File: src/rtl/counter_seq_ctrl.sv
// Request-driven controller for a 4-bit up/down/load counter: takes a target over valid/ready,
// steps or loads the counter until it matches, then pulses done or err.
module counter_seq_ctrl #(
  parameter int MAX_VAL  = 12,
  parameter int LOCK_VAL = 15,
  parameter int TIMEOUT  = 31
) (
  input  logic       clk,
  input  logic       rst,
  input  logic       req_valid,
  output logic       req_ready,
  input  logic       req_mode,
  input  logic [5:0] req_target,
  input  logic [3:0] cnt_out,
  output logic       cnt_en,
  output logic       cnt_dir,
  output logic       cnt_load,
  output logic [5:0] cnt_data,
  output logic       done,
  output logic       err,
  output logic [4:0] steps
);

  typedef enum logic [1:0] {
    IDLE   = 2'd0,
    LOAD   = 2'd1,
    STEP   = 2'd2,
    REPORT = 2'd3
  } state_e;

  state_e     state_q, state_d;
  logic [5:0] target_q, target_d;
  logic       cnt_en_q, cnt_en_d;
  logic       cnt_dir_q, cnt_dir_d;
  logic       cnt_load_q, cnt_load_d;
  logic [5:0] cnt_data_q, cnt_data_d;
  logic       done_q, done_d;
  logic       err_q, err_d;
  logic [4:0] steps_q, steps_d;
  logic       req_ready_q, req_ready_d;

  logic [5:0] cnt_ext;
  logic       accept;
  logic       reject;
  logic       req_at_target;
  logic       at_target;
  logic       timed_out;

  assign cnt_ext       = {2'b00, cnt_out};
  assign accept        = req_valid & req_ready_q;
  // A locked or out-of-range counter cannot be steered, so refuse before driving it.
  assign reject        = (req_target > 6'(MAX_VAL)) || (cnt_out == 4'(LOCK_VAL)) ||
                         (cnt_out > 4'(MAX_VAL));
  assign req_at_target = (cnt_ext == req_target);
  assign at_target     = (cnt_ext == target_q);
  assign timed_out     = (steps_q == 5'(TIMEOUT));

  always_ff @(posedge clk) begin
    if (rst) begin
      state_q     <= IDLE;
      target_q    <= '0;
      cnt_en_q    <= 1'b0;
      cnt_dir_q   <= 1'b0;
      cnt_load_q  <= 1'b0;
      cnt_data_q  <= '0;
      done_q      <= 1'b0;
      err_q       <= 1'b0;
      steps_q     <= '0;
      req_ready_q <= 1'b1;
    end else begin
      state_q     <= state_d;
      target_q    <= target_d;
      cnt_en_q    <= cnt_en_d;
      cnt_dir_q   <= cnt_dir_d;
      cnt_load_q  <= cnt_load_d;
      cnt_data_q  <= cnt_data_d;
      done_q      <= done_d;
      err_q       <= err_d;
      steps_q     <= steps_d;
      req_ready_q <= req_ready_d;
    end
  end

  always_comb begin
    state_d = state_q;
    case (state_q)
      IDLE: begin
        if (accept) begin
          if (reject)              state_d = REPORT;
          else if (req_mode)       state_d = LOAD;
          else if (req_at_target)  state_d = REPORT;
          else                     state_d = STEP;
        end
      end
      LOAD:   state_d = REPORT;
      STEP:   if (at_target || timed_out) state_d = REPORT;
      REPORT: state_d = IDLE;
      default: state_d = IDLE;
    endcase
  end

  // done/err are raised on entry to REPORT, so each lasts exactly one cycle.
  always_comb begin
    target_d    = target_q;
    cnt_en_d    = 1'b0;
    cnt_dir_d   = cnt_dir_q;
    cnt_load_d  = 1'b0;
    cnt_data_d  = cnt_data_q;
    done_d      = 1'b0;
    err_d       = 1'b0;
    steps_d     = steps_q;
    req_ready_d = (state_d == IDLE);
    case (state_q)
      IDLE: begin
        if (accept) begin
          target_d = req_target;
          steps_d  = '0;
          if (reject) begin
            err_d = 1'b1;
          end else if (req_mode) begin
            cnt_en_d   = 1'b1;
            cnt_load_d = 1'b1;
            cnt_data_d = req_target;
          end else if (req_at_target) begin
            done_d = 1'b1;
          end else begin
            cnt_en_d  = 1'b1;
            cnt_dir_d = (req_target > cnt_ext);
            steps_d   = 5'd1;
          end
        end
      end
      LOAD: begin
        if (at_target) done_d = 1'b1;
        else           err_d  = 1'b1;
      end
      STEP: begin
        if (at_target) begin
          done_d = 1'b1;
        end else if (timed_out) begin
          err_d = 1'b1;
        end else begin
          cnt_en_d  = 1'b1;
          cnt_dir_d = (target_q > cnt_ext);
          steps_d   = steps_q + 5'd1;
        end
      end
      default: ;
    endcase
  end

  assign req_ready = req_ready_q;
  assign cnt_en    = cnt_en_q;
  assign cnt_dir   = cnt_dir_q;
  assign cnt_load  = cnt_load_q;
  assign cnt_data  = cnt_data_q;
  assign done      = done_q;
  assign err       = err_q;
  assign steps     = steps_q;

endmodule

File: config.mk
export PLATFORM = sky130hd
export DESIGN_NAME = counter_seq_ctrl
export DESIGN_NICKNAME = d
export VERILOG_FILES = /design/src/rtl/counter_seq_ctrl.sv
export SDC_FILE = /design/constraint.sdc
export NUM_CORES = 1
export LEC_CHECK = 0
export CAP_MARGIN = 30
export CORE_MARGIN = 1
export CORE_UTILIZATION = 57
export CTS_CLUSTER_DIAMETER = 40
export DETAILED_ROUTE_END_ITERATION = 7
export DONT_BUFFER_PORTS = 1
export GPL_ROUTABILITY_DRIVEN = 1
export PLACE_DENSITY = 0.71
export SLEW_MARGIN = 15
export SYNTH_ARGS = -nofsm -noshare
export SYNTH_HDL_FRONTEND = slang
export SYNTH_SLANG_ARGS = --single-unit
File: constraint.sdc
create_clock -name clk -period 2.1 [get_ports clk]
set_clock_uncertainty 0.05 [all_clocks]
set_input_delay 0.21 -clock clk [delete_from_list [all_inputs] [get_ports clk]]
set_output_delay 0.21 -clock clk [all_outputs]
set_load 0.05 [all_outputs]
==> impl_metrics.tcl <==
set metrics [dict create \
    detail_route.wl_per_cell_um 15.2 \
    synth_ff_type "dfxtp_1" \
    end_kind "flip-flop" \
    startpoint_type "flip-flop" \
    met1_usage_pct 30.4 \
    relSlewSlack_pct 60.4 \
    yosys_warnings 0 \
    busiest_layer "met2" \
    route.detailed.drc 0 \
    grtUsageTotal_pct 25.6 \
    syn_area_per_cell_sq_um 8.73 \
    use_met3_pct 4.17 \
    yosys_register_bits 25 \
    nFillCells 187 \
    io_buffers 0 \
    cts_root_buffer "clkbuf_4" \
    setup_viol_count_final 0 \
    numCtsBuffers 3 \
    htreeDepth 1 \
    ant_nets 0 \
    finalSetupTns_ns 0 \
    grt_overflow 0 \
    worst_hold_path_type "input port to flip-flop" \
    layout_worst_path_cycle_share_pct 92.5 \
    nets 200 \
    status "completed" \
    power_density_nw_per_um2 1100 \
    yosysSeqAreaShare_pct 36.5 \
    setup_ws_ns 0.158 \
    antenna_found_initial 0 \
    period_minus_slack_ns 1.94 \
    use_met2_pct 45.6 \
    clk_pin_slew_worst_paths_ns 0.15 \
    rows 17 \
    critPathRequiredTime_ns 2.28 \
    syn_area_sq_um 1370 \
    post-place-ws_ns 0.251 \
    grt_first_pass_wirelength_um 5020 \
    n_antenna_cell 0 \
    netlist_instances 157 \
    hold_viol_final 0 \
    vias 1192 \
    peakVddDrop_v 0.000675 \
    synth-edff-count 0 \
    die_w_um 51.0 \
    final_cell_mix "dfxtp_1 (25), a21oi_1 (19), nand2_1 (17)" \
    clk_path_buf_depth 2 \
    crit_fanout 8 \
    clk_latency_ns 0.32 \
    gp_congestion 0.862 \
    grt_setup_unrepaired "false" \
    async_flop_share_pct 0 \
    drv_cap 0 \
    whs_ns 0.0243 \
    core_sq_um 2230 \
    dieArea_sq_um 2600 \
    drtIter0Drc 25 \
    synth_nets 185 \
    dr.pass1.iters 4 \
    grt_max_degree 17 \
    slew_viol_final 0 \
    synth_cell_types 43 \
    routed_wl_um 3030 \
    cts_setup_buffers 0 \
    cts_tree "built" \
    syn2layout_area_growth_pct 14.2 \
    max_freq_mhz 515 \
    grt_pass1_vias 1217 \
    crit_arrival_ns 2.12 \
    die_y_um 51.0 \
    drive_above_1_share_pct 14.0 \
    post-dp-hpwl_um 2230 \
    worstSetupPathType "flip-flop to flip-flop" \
    ios 31 \
    p_leak_nw 0.642 \
    cts.sinks 25 \
    layout_commonest_cell "dfxtp_1" \
    tightest_slew_ns 0.592 \
    initial_core_util_pct 61.3 \
    viasPerCell 5.99 \
]
layer usage:
metal / vias to the layer above / part of all wire, %
li1: 591 / -
met1: 559 / 43
met2: 38 / 52
met3: 4 / 4.2
met4: 0 / 0.96
met5: - / 0
worst max-delay path, cell delays in order, from the launching register on:
cell and delay (ns):
dfxtp_1 0.41, inv_1 0.10, ha_4 0.19, and3_1 0.20, buf_4 0.17, nand2_1 0.07
a21oi_1 0.06, dlygate4sd3_1 0.60
timing repair:
action                     4_1_cts  5_1_grt
hold endpoints to repair        16        0
hold buffers                     9        0
gates resized for setup          0        3
setup endpoints to repair        0        1
report_power, final:
part           total, mW  internal (mW)  switching [mW]
registers          0.699          0.558           0.141
clock network      0.225         0.0727           0.152
logic              0.804          0.326           0.477
total               1.73          0.957           0.770
logic make-up (layout without fill, tap and decap cells):
| family | Yosys count | after routing | share of synthesized area, % |
|---|---|---|---|
| simple gates | 54 | 54 | 20.1 |
| compound gates | 43 | 43 | 22.6 |
| flops | 25 | 25 | 36.5 |
| buf+inv | 18 | 32 | 5.84 |
| fa+ha+maj | 14 | 14 | 12.8 |
| mux | 2 | 2 | 1.46 |
| xor+xnor | 1 | 1 | 0.639 |
cell usage after synthesis, types with 2 or more instances:
library cell | count | area, sq um
nor2b_1 | 2 | 12.5
buf_4 | 3 | 22.5
nand2b_1 | 2 | 12.5
mux2i_1 | 2 | 20.0
ha_1 | 14 | 175
a211oi_1 | 2 | 15.0
nor2_1 | 8 | 30.0
nand4_1 | 2 | 12.5
nand2_1 | 17 | 63.8
nor3_1 | 4 | 20.0
clkbuf_1 | 3 | 11.3
inv_1 | 11 | 41.3
nand3_1 | 8 | 40.0
and3_1 | 4 | 25.0
o211ai_1 | 2 | 15.0
a21oi_1 | 19 | 95.1
o21ai_0 | 4 | 20.0
dfxtp_1 | 25 | 500
stage by stage:
stage                     utilization [%]  power, mW  instances  instance area, sq um
final                                70.0       1.73        199                  1560
after global routing                 70.0       1.83        199                  1560
after CTS                            69.2       1.67        199                  1550
after detailed placement             63.9       1.43        186                  1430
after global placement               63.9       1.41        186                  1430
after floorplan                         -       1.28        157                  1370
worst paths after layout:
path / startpoint / end / slack [ns] / depth (start not counted)
min: rst / req_ready / 0.02 / 2
max: state_q[1] / target_q[3] / 0.16 / 7
max reg2reg: state_q[1] / target_q[3] / 0.16 / 7
min reg2reg: target_q[0] / target_q[0] / 0.43 / 2
flip-flops by register name, summed over array words and instances, names as in the netlist:
signal / cells
cnt_dir: 1
steps: 5
state_q: 2
err: 1
req_ready: 1
target_q: 6
done: 1
cnt_en: 1
cnt_load: 1
cnt_data: 6
layout make-up:
type / instances / area, sq um / share of cell area (%)
multi-input cells: 114 / 807 / 51.6
inverters: 11 / 41.3 / 2.64
clock inverters: 1 / 7.51 / 0.480
repair buffers: 17 / 150 / 9.60
well taps: 28 / 35.0 / 2.24
flip-flops and latches: 25 / 500 / 32.0
clock buffers: 3 / 22.5 / 1.44
Power figures use the tool's default switching activity.
